$ cat src/rtl/wvga_sync_pkg.sv
// wvga_sync_pkg: default WVGA 800x480 timing, coordinate widths and the
// lock-qualifier state encoding shared by the sync generator files.
package wvga_sync_pkg;

    // Horizontal timing in pixel clocks.
    localparam int DEF_H_ACTIVE = 800;
    localparam int DEF_H_FRONT  = 40;
    localparam int DEF_H_SYNC   = 48;
    localparam int DEF_H_BACK   = 112;
    localparam int DEF_H_TOTAL  = DEF_H_ACTIVE + DEF_H_FRONT + DEF_H_SYNC + DEF_H_BACK;

    // Vertical timing in lines.
    localparam int DEF_V_ACTIVE = 480;
    localparam int DEF_V_FRONT  = 5;
    localparam int DEF_V_SYNC   = 3;
    localparam int DEF_V_BACK   = 12;
    localparam int DEF_V_TOTAL  = DEF_V_ACTIVE + DEF_V_FRONT + DEF_V_SYNC + DEF_V_BACK;

    // Consecutive synchronized lock-high clocks before timing starts.
    localparam int DEF_LOCK_SETTLE = 1024;

    // Coordinate widths; the counters share them.
    localparam int X_W = 10;
    localparam int Y_W = 9;

    // Lock qualifier states.
    localparam logic [1:0] ST_WAIT_LOCK = 2'd0;
    localparam logic [1:0] ST_SETTLE    = 2'd1;
    localparam logic [1:0] ST_RUN       = 2'd2;

endpackage

$ cat src/rtl/wvga_sync_gen_lock_qualifier.sv
// lock_qualifier: 2-FF synchronizer for the PLL lock pin plus the settle
// counter / state machine. lock_ok is high only in RUN while the synchronized
// lock is still high, so timing stops the same clock lock_s falls.
module lock_qualifier
    import wvga_sync_pkg::*;
#(
    parameter int LOCK_SETTLE = DEF_LOCK_SETTLE
) (
    input  logic clk,
    input  logic reset,
    input  logic pll_lock,
    output logic lock_ok,
    output logic lock_drop
);

    localparam int                 CNT_W     = $clog2(LOCK_SETTLE + 1);
    localparam logic [CNT_W-1:0]   CNT_ONE   = CNT_W'(1);
    localparam logic [CNT_W-1:0]   CNT_LAST  = CNT_W'(LOCK_SETTLE - 1);

    logic             lock_meta_q, lock_meta_d;
    logic             lock_s_q,    lock_s_d;
    logic [1:0]       state_q,     state_d;
    logic [CNT_W-1:0] cnt_q,       cnt_d;

    // Next-state logic: synchronizer shift, then WAIT_LOCK -> SETTLE -> RUN.
    // The clock that moves WAIT_LOCK to SETTLE already saw lock_s high, so it
    // is counted as the first settle clock.
    always_comb begin
        // NOTE: every combinational output gets a default first so that no
        // path through the case leaves it unassigned and infers a latch.
        lock_meta_d = pll_lock;
        lock_s_d    = lock_meta_q;
        state_d     = state_q;
        cnt_d       = cnt_q;
        case (state_q)
            ST_WAIT_LOCK: begin
                cnt_d = '0;
                if (lock_s_q) begin
                    state_d = ST_SETTLE;
                    cnt_d   = CNT_ONE;
                end
            end
            ST_SETTLE: begin
                if (!lock_s_q) begin
                    state_d = ST_WAIT_LOCK;
                    cnt_d   = '0;
                end else if (cnt_q == CNT_LAST) begin
                    state_d = ST_RUN;
                    cnt_d   = '0;
                end else begin
                    cnt_d = cnt_q + CNT_ONE;
                end
            end
            ST_RUN: begin
                if (!lock_s_q) begin
                    state_d = ST_WAIT_LOCK;
                end
            end
            default: begin
                state_d = ST_WAIT_LOCK;
                cnt_d   = '0;
            end
        endcase
    end

    // State registers with synchronous reset.
    always_ff @(posedge clk) begin
        // NOTE: sequential state uses non-blocking assignments so every flop
        // samples the pre-edge values regardless of statement order.
        if (reset) begin
            lock_meta_q <= 1'b0;
            lock_s_q    <= 1'b0;
            state_q     <= ST_WAIT_LOCK;
            cnt_q       <= '0;
        end else begin
            lock_meta_q <= lock_meta_d;
            lock_s_q    <= lock_s_d;
            state_q     <= state_d;
            cnt_q       <= cnt_d;
        end
    end

    assign lock_ok   = (state_q == ST_RUN) && lock_s_q;
    assign lock_drop = (state_q == ST_RUN) && !lock_s_q;

endmodule

$ cat src/rtl/wvga_sync_gen.sv
// wvga_sync_gen: WVGA video timing generator. Qualifies PLL lock, then runs
// the h/v counters and produces registered, mutually aligned sync/DE/position
// outputs. Optional sticky lock-loss flag under `SYNCGEN_LOCKLOSS_EN.
module wvga_sync_gen
    import wvga_sync_pkg::*;
#(
    parameter int H_ACTIVE    = DEF_H_ACTIVE,
    parameter int H_FRONT     = DEF_H_FRONT,
    parameter int H_SYNC      = DEF_H_SYNC,
    parameter int H_BACK      = DEF_H_BACK,
    parameter int V_ACTIVE    = DEF_V_ACTIVE,
    parameter int V_FRONT     = DEF_V_FRONT,
    parameter int V_SYNC      = DEF_V_SYNC,
    parameter int V_BACK      = DEF_V_BACK,
    parameter int LOCK_SETTLE = DEF_LOCK_SETTLE
) (
    input  logic           clk,
    input  logic           reset,
    input  logic           pll_lock,
    input  logic           lock_lost_clr,
    output logic           running,
    output logic           hsync_n,
    output logic           vsync_n,
    output logic           de,
    output logic [X_W-1:0] pos_x,
    output logic [Y_W-1:0] pos_y,
    output logic           line_start,
    output logic           frame_start,
    output logic           lock_lost
);

    localparam int H_TOTAL = H_ACTIVE + H_FRONT + H_SYNC + H_BACK;
    localparam int V_TOTAL = V_ACTIVE + V_FRONT + V_SYNC + V_BACK;

    localparam logic [X_W-1:0] X_ONE    = X_W'(1);
    localparam logic [Y_W-1:0] Y_ONE    = Y_W'(1);
    localparam logic [X_W-1:0] H_ACT    = X_W'(H_ACTIVE);
    localparam logic [X_W-1:0] H_LAST   = X_W'(H_TOTAL - 1);
    localparam logic [X_W-1:0] HS_FIRST = X_W'(H_ACTIVE + H_FRONT);
    localparam logic [X_W-1:0] HS_LAST  = X_W'(H_ACTIVE + H_FRONT + H_SYNC - 1);
    localparam logic [Y_W-1:0] V_ACT    = Y_W'(V_ACTIVE);
    localparam logic [Y_W-1:0] V_LAST   = Y_W'(V_TOTAL - 1);
    localparam logic [Y_W-1:0] VS_FIRST = Y_W'(V_ACTIVE + V_FRONT);
    localparam logic [Y_W-1:0] VS_LAST  = Y_W'(V_ACTIVE + V_FRONT + V_SYNC - 1);

    logic lock_ok;
    logic lock_drop;

    logic [X_W-1:0] hcnt_q, hcnt_d;
    logic [Y_W-1:0] vcnt_q, vcnt_d;

    logic           running_q,     running_d;
    logic           hsync_n_q,     hsync_n_d;
    logic           vsync_n_q,     vsync_n_d;
    logic           de_q,          de_d;
    logic [X_W-1:0] pos_x_q,       pos_x_d;
    logic [Y_W-1:0] pos_y_q,       pos_y_d;
    logic           line_start_q,  line_start_d;
    logic           frame_start_q, frame_start_d;

    lock_qualifier #(
        .LOCK_SETTLE (LOCK_SETTLE)
    ) u_lock_qualifier (
        .clk       (clk),
        .reset     (reset),
        .pll_lock  (pll_lock),
        .lock_ok   (lock_ok),
        .lock_drop (lock_drop)
    );

    // Raster counters: held at the origin until lock qualifies, so every
    // start is a fresh frame; losing lock overrides any pending wrap.
    always_comb begin
        hcnt_d = hcnt_q;
        vcnt_d = vcnt_q;
        if (!lock_ok) begin
            hcnt_d = '0;
            vcnt_d = '0;
        end else if (hcnt_q == H_LAST) begin
            hcnt_d = '0;
            vcnt_d = (vcnt_q == V_LAST) ? '0 : vcnt_q + Y_ONE;
        end else begin
            hcnt_d = hcnt_q + X_ONE;
        end
    end

    // Output decode from the current counters; idle values when not locked.
    // Positions only follow the counters inside the active area.
    always_comb begin
        running_d     = lock_ok;
        de_d          = lock_ok && (hcnt_q < H_ACT) && (vcnt_q < V_ACT);
        hsync_n_d     = !(lock_ok && (hcnt_q >= HS_FIRST) && (hcnt_q <= HS_LAST));
        vsync_n_d     = !(lock_ok && (vcnt_q >= VS_FIRST) && (vcnt_q <= VS_LAST));
        line_start_d  = lock_ok && (hcnt_q == '0);
        frame_start_d = lock_ok && (hcnt_q == '0) && (vcnt_q == '0);
        pos_x_d       = pos_x_q;
        pos_y_d       = pos_y_q;
        if (!lock_ok) begin
            pos_x_d = '0;
            pos_y_d = '0;
        end else if (de_d) begin
            pos_x_d = hcnt_q;
            pos_y_d = vcnt_q;
        end
    end

    // Counter and output registers with synchronous reset.
    always_ff @(posedge clk) begin
        if (reset) begin
            hcnt_q        <= '0;
            vcnt_q        <= '0;
            running_q     <= 1'b0;
            hsync_n_q     <= 1'b1;
            vsync_n_q     <= 1'b1;
            de_q          <= 1'b0;
            pos_x_q       <= '0;
            pos_y_q       <= '0;
            line_start_q  <= 1'b0;
            frame_start_q <= 1'b0;
        end else begin
            hcnt_q        <= hcnt_d;
            vcnt_q        <= vcnt_d;
            running_q     <= running_d;
            hsync_n_q     <= hsync_n_d;
            vsync_n_q     <= vsync_n_d;
            de_q          <= de_d;
            pos_x_q       <= pos_x_d;
            pos_y_q       <= pos_y_d;
            line_start_q  <= line_start_d;
            frame_start_q <= frame_start_d;
        end
    end

`ifdef SYNCGEN_LOCKLOSS_EN
    logic lock_lost_q, lock_lost_d;

    // Sticky lock-loss flag; a new loss wins over a same-cycle clear.
    always_comb begin
        lock_lost_d = lock_lost_q;
        if (lock_drop) begin
            lock_lost_d = 1'b1;
        end else if (lock_lost_clr) begin
            lock_lost_d = 1'b0;
        end
    end

    // Lock-loss flag register.
    always_ff @(posedge clk) begin
        if (reset) begin
            lock_lost_q <= 1'b0;
        end else begin
            lock_lost_q <= lock_lost_d;
        end
    end

    assign lock_lost = lock_lost_q;
`else
    logic unused_lockloss;
    assign unused_lockloss = lock_lost_clr ^ lock_drop;
    assign lock_lost       = 1'b0;
`endif

    assign running     = running_q;
    assign hsync_n     = hsync_n_q;
    assign vsync_n     = vsync_n_q;
    assign de          = de_q;
    assign pos_x       = pos_x_q;
    assign pos_y       = pos_y_q;
    assign line_start  = line_start_q;
    assign frame_start = frame_start_q;

endmodule

$ cat config.mk
export PLATFORM = sky130hd
export DESIGN_NAME = wvga_sync_gen
export DESIGN_NICKNAME = d
export VERILOG_FILES = /design/src/rtl/wvga_sync_pkg.sv /design/src/rtl/wvga_sync_gen_lock_qualifier.sv /design/src/rtl/wvga_sync_gen.sv
export SDC_FILE = /design/constraint.sdc
export NUM_CORES = 1
export LEC_CHECK = 0
export ABC_AREA = 1
export CORE_ASPECT_RATIO = 2
export CORE_MARGIN = 4
export CORE_UTILIZATION = 40
export CTS_CLUSTER_SIZE = 40
export DETAILED_ROUTE_END_ITERATION = 8
export PLACE_DENSITY = 0.69
export RECOVER_POWER = 25
export SLEW_MARGIN = 30
export SYNTH_ARGS = -nofsm -noshare
export SYNTH_HDL_FRONTEND = slang
export SYNTH_HIERARCHICAL = 1
export SYNTH_SLANG_ARGS = --single-unit
$ cat constraint.sdc
create_clock -name clk -period 1.69 [get_ports clk]
set_input_delay 0.338 -clock clk [delete_from_list [all_inputs] [get_ports clk]]
set_output_delay 0.338 -clock clk [all_outputs]
set_load 0.02 [all_outputs]
# Word level (Yosys, flattened, before mapping)
# Cells that the tools add are included.
dict set report totals {
  reg_bits 59
  input_bits 4
  output_inout_bits 26
  wordCells 59
}
dict set report classes {
  add_sub_neg 3
  n_lt_le_gt_ge 6
  n_eq_ne 8
  mux 10
  n_bitwise 1
  n_reduce_logical 17
}
# cell n
set ops {}
lappend ops {{one-hot mux 11 bit (3 select lines)} 1}
lappend ops {{2-to-1 mux 11 bit} 2}
lappend ops {{adder 11 x 1 -> 11 bit, second input constant} 1}
lappend ops {{equality test 11 x 10 -> 1 bit, second input constant} 1}
lappend ops {{adder 10 x 1 -> 10 bit, second input constant} 1}
lappend ops {{equality test 10 bit, second input constant} 1}
lappend ops {{>= comparator 10 bit, second input constant} 1}
lappend ops {{<= comparator 10 bit, second input constant} 1}
lappend ops {{zero test 10 bit} 1}
lappend ops {{< comparator 10 bit, second input constant} 1}
lappend ops {{adder 9 x 1 -> 9 bit, second input constant} 1}
lappend ops {{equality test 9 bit, second input constant} 1}
lappend ops {{>= comparator 9 bit, second input constant} 1}
lappend ops {{<= comparator 9 bit, second input constant} 1}
lappend ops {{logical AND 1 bit} 9}
lappend ops {{zero test 9 bit} 1}
lappend ops {{< comparator 9 bit, second input constant} 1}
lappend ops {{2-to-1 mux 9 bit} 1}
lappend ops {{2-to-1 mux 2 bit} 4}
lappend ops {{one-hot mux 2 bit (3 select lines)} 1}
lappend ops {{!= test 3 bit, second input constant} 1}
lappend ops {{AND reduction 3 bit} 1}
lappend ops {{OR reduction 3 bit} 1}
lappend ops {{equality test 2 x 1 -> 1 bit, second input constant} 1}
lappend ops {{8 further kinds} 9}

# Depth between registers and ports, before layout
dict set report logic_depth {
  ltp_word 5
  depth_mapped 11
  mapped_depth_nobuf 10
}

# Cells and area by module
# Netlist, hierarchy kept.
# mod instances cells_each area_per_inst_um2 seq_area_each_um2
set by_module_without_submodules {}
lappend by_module_without_submodules {wvga_sync_gen 1 278 2087.0 880.8}
lappend by_module_without_submodules {lock_qualifier 1 105 725.7 300.3}

# Worst setup path before layout
# Ideal clock, no wire load.
dict set report synth_path {
  path_type {register to register}
  startpoint {reg u_lock_qualifier.state_q[1]}
  endpoint {reg vcnt_q[4]}
  setup_ns 0.056
  t_arrival_ns 1.412
  t_required_ns 1.634
  path_slack_ns 0.222
  path_stages_with_launch 12
  path_buffers 1
  synth_period_minus_slack_ns 1.468
  cell_sequence {dfxtp_1 inv_1 nor2_1 inv_1 nor2_1 nand2_1 inv_1 buf_2 nand3b_1 nand2_1 nand2_1 inv_1}
}
dict set report synth_between {
  elab_chain_cells 4
}
# element line
set synth_rtl {}
lappend synth_rtl {{from (decl)} wvga_sync_gen_lock_qualifier.sv:22} ;# logic [1:0] state_q, state_d;
lappend synth_rtl {{from (signal assigned)} wvga_sync_gen_lock_qualifier.sv:78} ;# state_q <= state_d;
lappend synth_rtl {{equality test 2 bit} wvga_sync_gen_lock_qualifier.sv:83} ;# assign lock_ok = (state_q == ST_RUN) && lock_s_q;
lappend synth_rtl {{logical AND 1 bit} wvga_sync_gen_lock_qualifier.sv:83}
lappend synth_rtl {{via lock_ok} wvga_sync_gen.sv:46} ;# logic lock_ok;
lappend synth_rtl {{NOT 1 bit (no source line)} -}
lappend synth_rtl {{OR reduction 2 bit (no source line)} -}
lappend synth_rtl {{to (signal assigned)} wvga_sync_gen.sv:122} ;# vcnt_q <= vcnt_d;
lappend synth_rtl {{to (decl)} wvga_sync_gen.sv:50} ;# logic [Y_W-1:0] vcnt_q, vcnt_d;
# The timed path passes the listed nets, and every way through them passes these cells.
# A chain may end at the register's enable or synchronous reset.

# Worst setup path after layout
dict set report layout_path {
  startpoint {reg pos_x_q[6], in the netlist pos_x[6]}
  endpoint {out pos_x[6]}
}
# element line
set layout_rtl {}
lappend layout_rtl {{from (decl)} wvga_sync_gen.sv:56} ;# logic [X_W-1:0] pos_x_q, pos_x_d;
lappend layout_rtl {{from (signal assigned)} wvga_sync_gen.sv:127} ;# pos_x_q <= pos_x_d;
lappend layout_rtl {{to (decl)} wvga_sync_gen.sv:25} ;# output logic [X_W-1:0] pos_x,
# No word-level cell between the ends.

==> summary.txt <==
Initial Utilization = 40.8%
final-stage net count = 434
CP max stage delay = 0.63 ns
Sinks on Clock Net = 59
Post-Synthesis Net Count = 392
Mapped Cells = 382
GP Congestion = 0.911
# IOs = 30
startpoint of the worst hold path = u_lock_qualifier/lock_meta_q
Hold Buf Count CTS = 0
initial antenna violation count = 0
Setup-failing EPs final = 0
Overall Global Routing Usage = 17.7%
CP max-delay cell = clkdlybuf4s50_1
outcome = completed
min-delay worst type = reg2reg
Worst Tran Pin Value = 0.540 ns
crit path DAT = 1.29 ns
vias per cell = 5.07
DP HPWL = 5.10 mm
Num CTS Buffers = 9
crit path buf inv count = 1
most frequent cells in the layout = nand2_1, dfxtp_1, inv_1
final wirelength = 6.66 mm
Rows = 43
critical path fanouts, max = 2
Pre-Repair DR Iteration Count = 4
htree depth = 3
met3 routed WL = 275 microns
Final Total Pwr = 0.00306 W
Worst-path clk slew = 0.05 ns
Ant. Diodes = 0
Slew Limit Fails = 0
worst-skew pair later-pin latency = 0.32 ns
die height = 127 microns
RSZ-0062 raised after global routing = false
Layout Cells excl Fill = 519
largest net degree at the start of global routing = 15
Crit path max-delay family = buffers and inverters
Min Clock Period, post-route = 1.63 ns
syn_area_per_cell = 7.35 sq um
dpl cells = 503
Mapped Area = 0.00281 sq mm
Worst R2R Path Depth = 10
Max IR drop VDD = 710 uV
critical path class = reg2out
met2 routed WL = 3.60 mm
Fmax achieved = 613 MHz
most common cell after layout, fill and taps aside = nand2_1
detailed-route via count = 2629
Area Growth Syn to Fin = 23.8%
share of cells above drive strength 1 = 13.5%
Synthesis Warnings = 6
# DRC = 0
clk root buf = clkbuf_16
first-pass GRT wire length = 11.6 mm
period utilization = 96.5%
reg-to-reg startpoint = u_lock_qualifier/state_q[1]
DR top layer = met4
clk_skew = 0.00327 ns
Stages on worst setup path = 1
Slew headroom = 64.0%
CTS tree = yes
Startpoint Class = flip-flop
RR Endpoint = pos_x[9]
count of final hold-check violations = 0
Post-Route M1 WL = 2.43 mm
Core ar. = 0.00689 sq mm
Hold Path Stages = 2
IO Port Bufs = 27
PD cells = 881 mW/mm^2
Static Leak = 1.32 nW
critical path required time = 1.35 ns
TNS Setup = 0 ns
vias in the first global route = 2634
FF-to-FF setup slack = 0.12 ns
routed len/inst = 12.8 microns
total gr overflow = 0
Routed Antenna Nets = 0
die width = 67.3 microns
DIE AREA = 0.00851 sq mm
critical-path cell list = clkdlybuf4s50_1
1st-iter DRT viols = 134
max-cap check violation count = 0
clk buf depth = 2
crit path capture type = output port
Hold Path Sink = u_lock_qualifier/lock_s_q
layer usage:
metal | GRT usage (%) | up-vias
met5 | 0 | -
met4 | 11.7 | 0
met3 | 4.61 | 31
met2 | 31.1 | 73
met1 | 17.3 | 1211
li1 | - | 1314
what timing repair did:
action | in CTS | in global routing
buffers inserted | 0 | 0
gates resized for setup | 0 | 5
setup endpoints to repair | 0 | 24
final cells by class:
class | instances | area, sq um
fillers | 732 | 3410
flip-flops and latches | 59 | 1180
multi-input cells | 261 | 1340
clock inverters | 2 | 10.0
repair buffers | 43 | 380
well taps | 90 | 113
clock buffers | 14 | 264
inverters | 50 | 188
how the worst max path moves through the flow:
| stage | end | start |
|---|---|---|
| global route | pos_x[6] | u_lock_qualifier/state_q[1] |
| finish | pos_x[6] | pos_x[6] |
| detailed placement | hcnt_q[8] | reset |
| floorplan | vcnt_q[4] | u_lock_qualifier/state_q[1] |
| global placement | hcnt_q[8] | reset |
| CTS | pos_x[4] | pos_x[4] |
power breakdown:
part           switching [W]  total (W)  internal (W)
Sequential        0.00000254    0.00140       0.00140
Clock               0.000577    0.00164       0.00107
Combinational      0.0000134  0.0000208    0.00000734
worst register-to-register path, cell delays in order, from the launching register on:
cell	delay [ns]
dfxtp_1	0.33
inv_1	0.06
nor2_1	0.12
inv_1	0.10
nor2_2	0.13
inv_1	0.07
nor2_2	0.13
buf_4	0.18
inv_2	0.05
o21ai_0	0.22
nor2_1	0.08
flip-flops by register name, indices dropped and copies added, names as in the netlist, 2 cells and up:
register / cells
u_lock_qualifier/state_q: 2
u_lock_qualifier/cnt_q: 11
pos_y: 9
pos_x: 10
hcnt_q: 10
vcnt_q: 9
stage by stage:
step	setup WS [ns]	utilization (%)	instance area, sq um	hold WS, ns
detailed placement	0.0575	46.7	3210	0.405
global placement	0.0593	46.7	3210	0.400
floorplan	0.236	-	2810	0.388
CTS	0.0419	50.6	3490	0.418
finish	0.0583	50.5	3480	0.417
global route	0.00530	50.5	3480	0.438
Note: power is estimated with default switching activity, not from simulation.
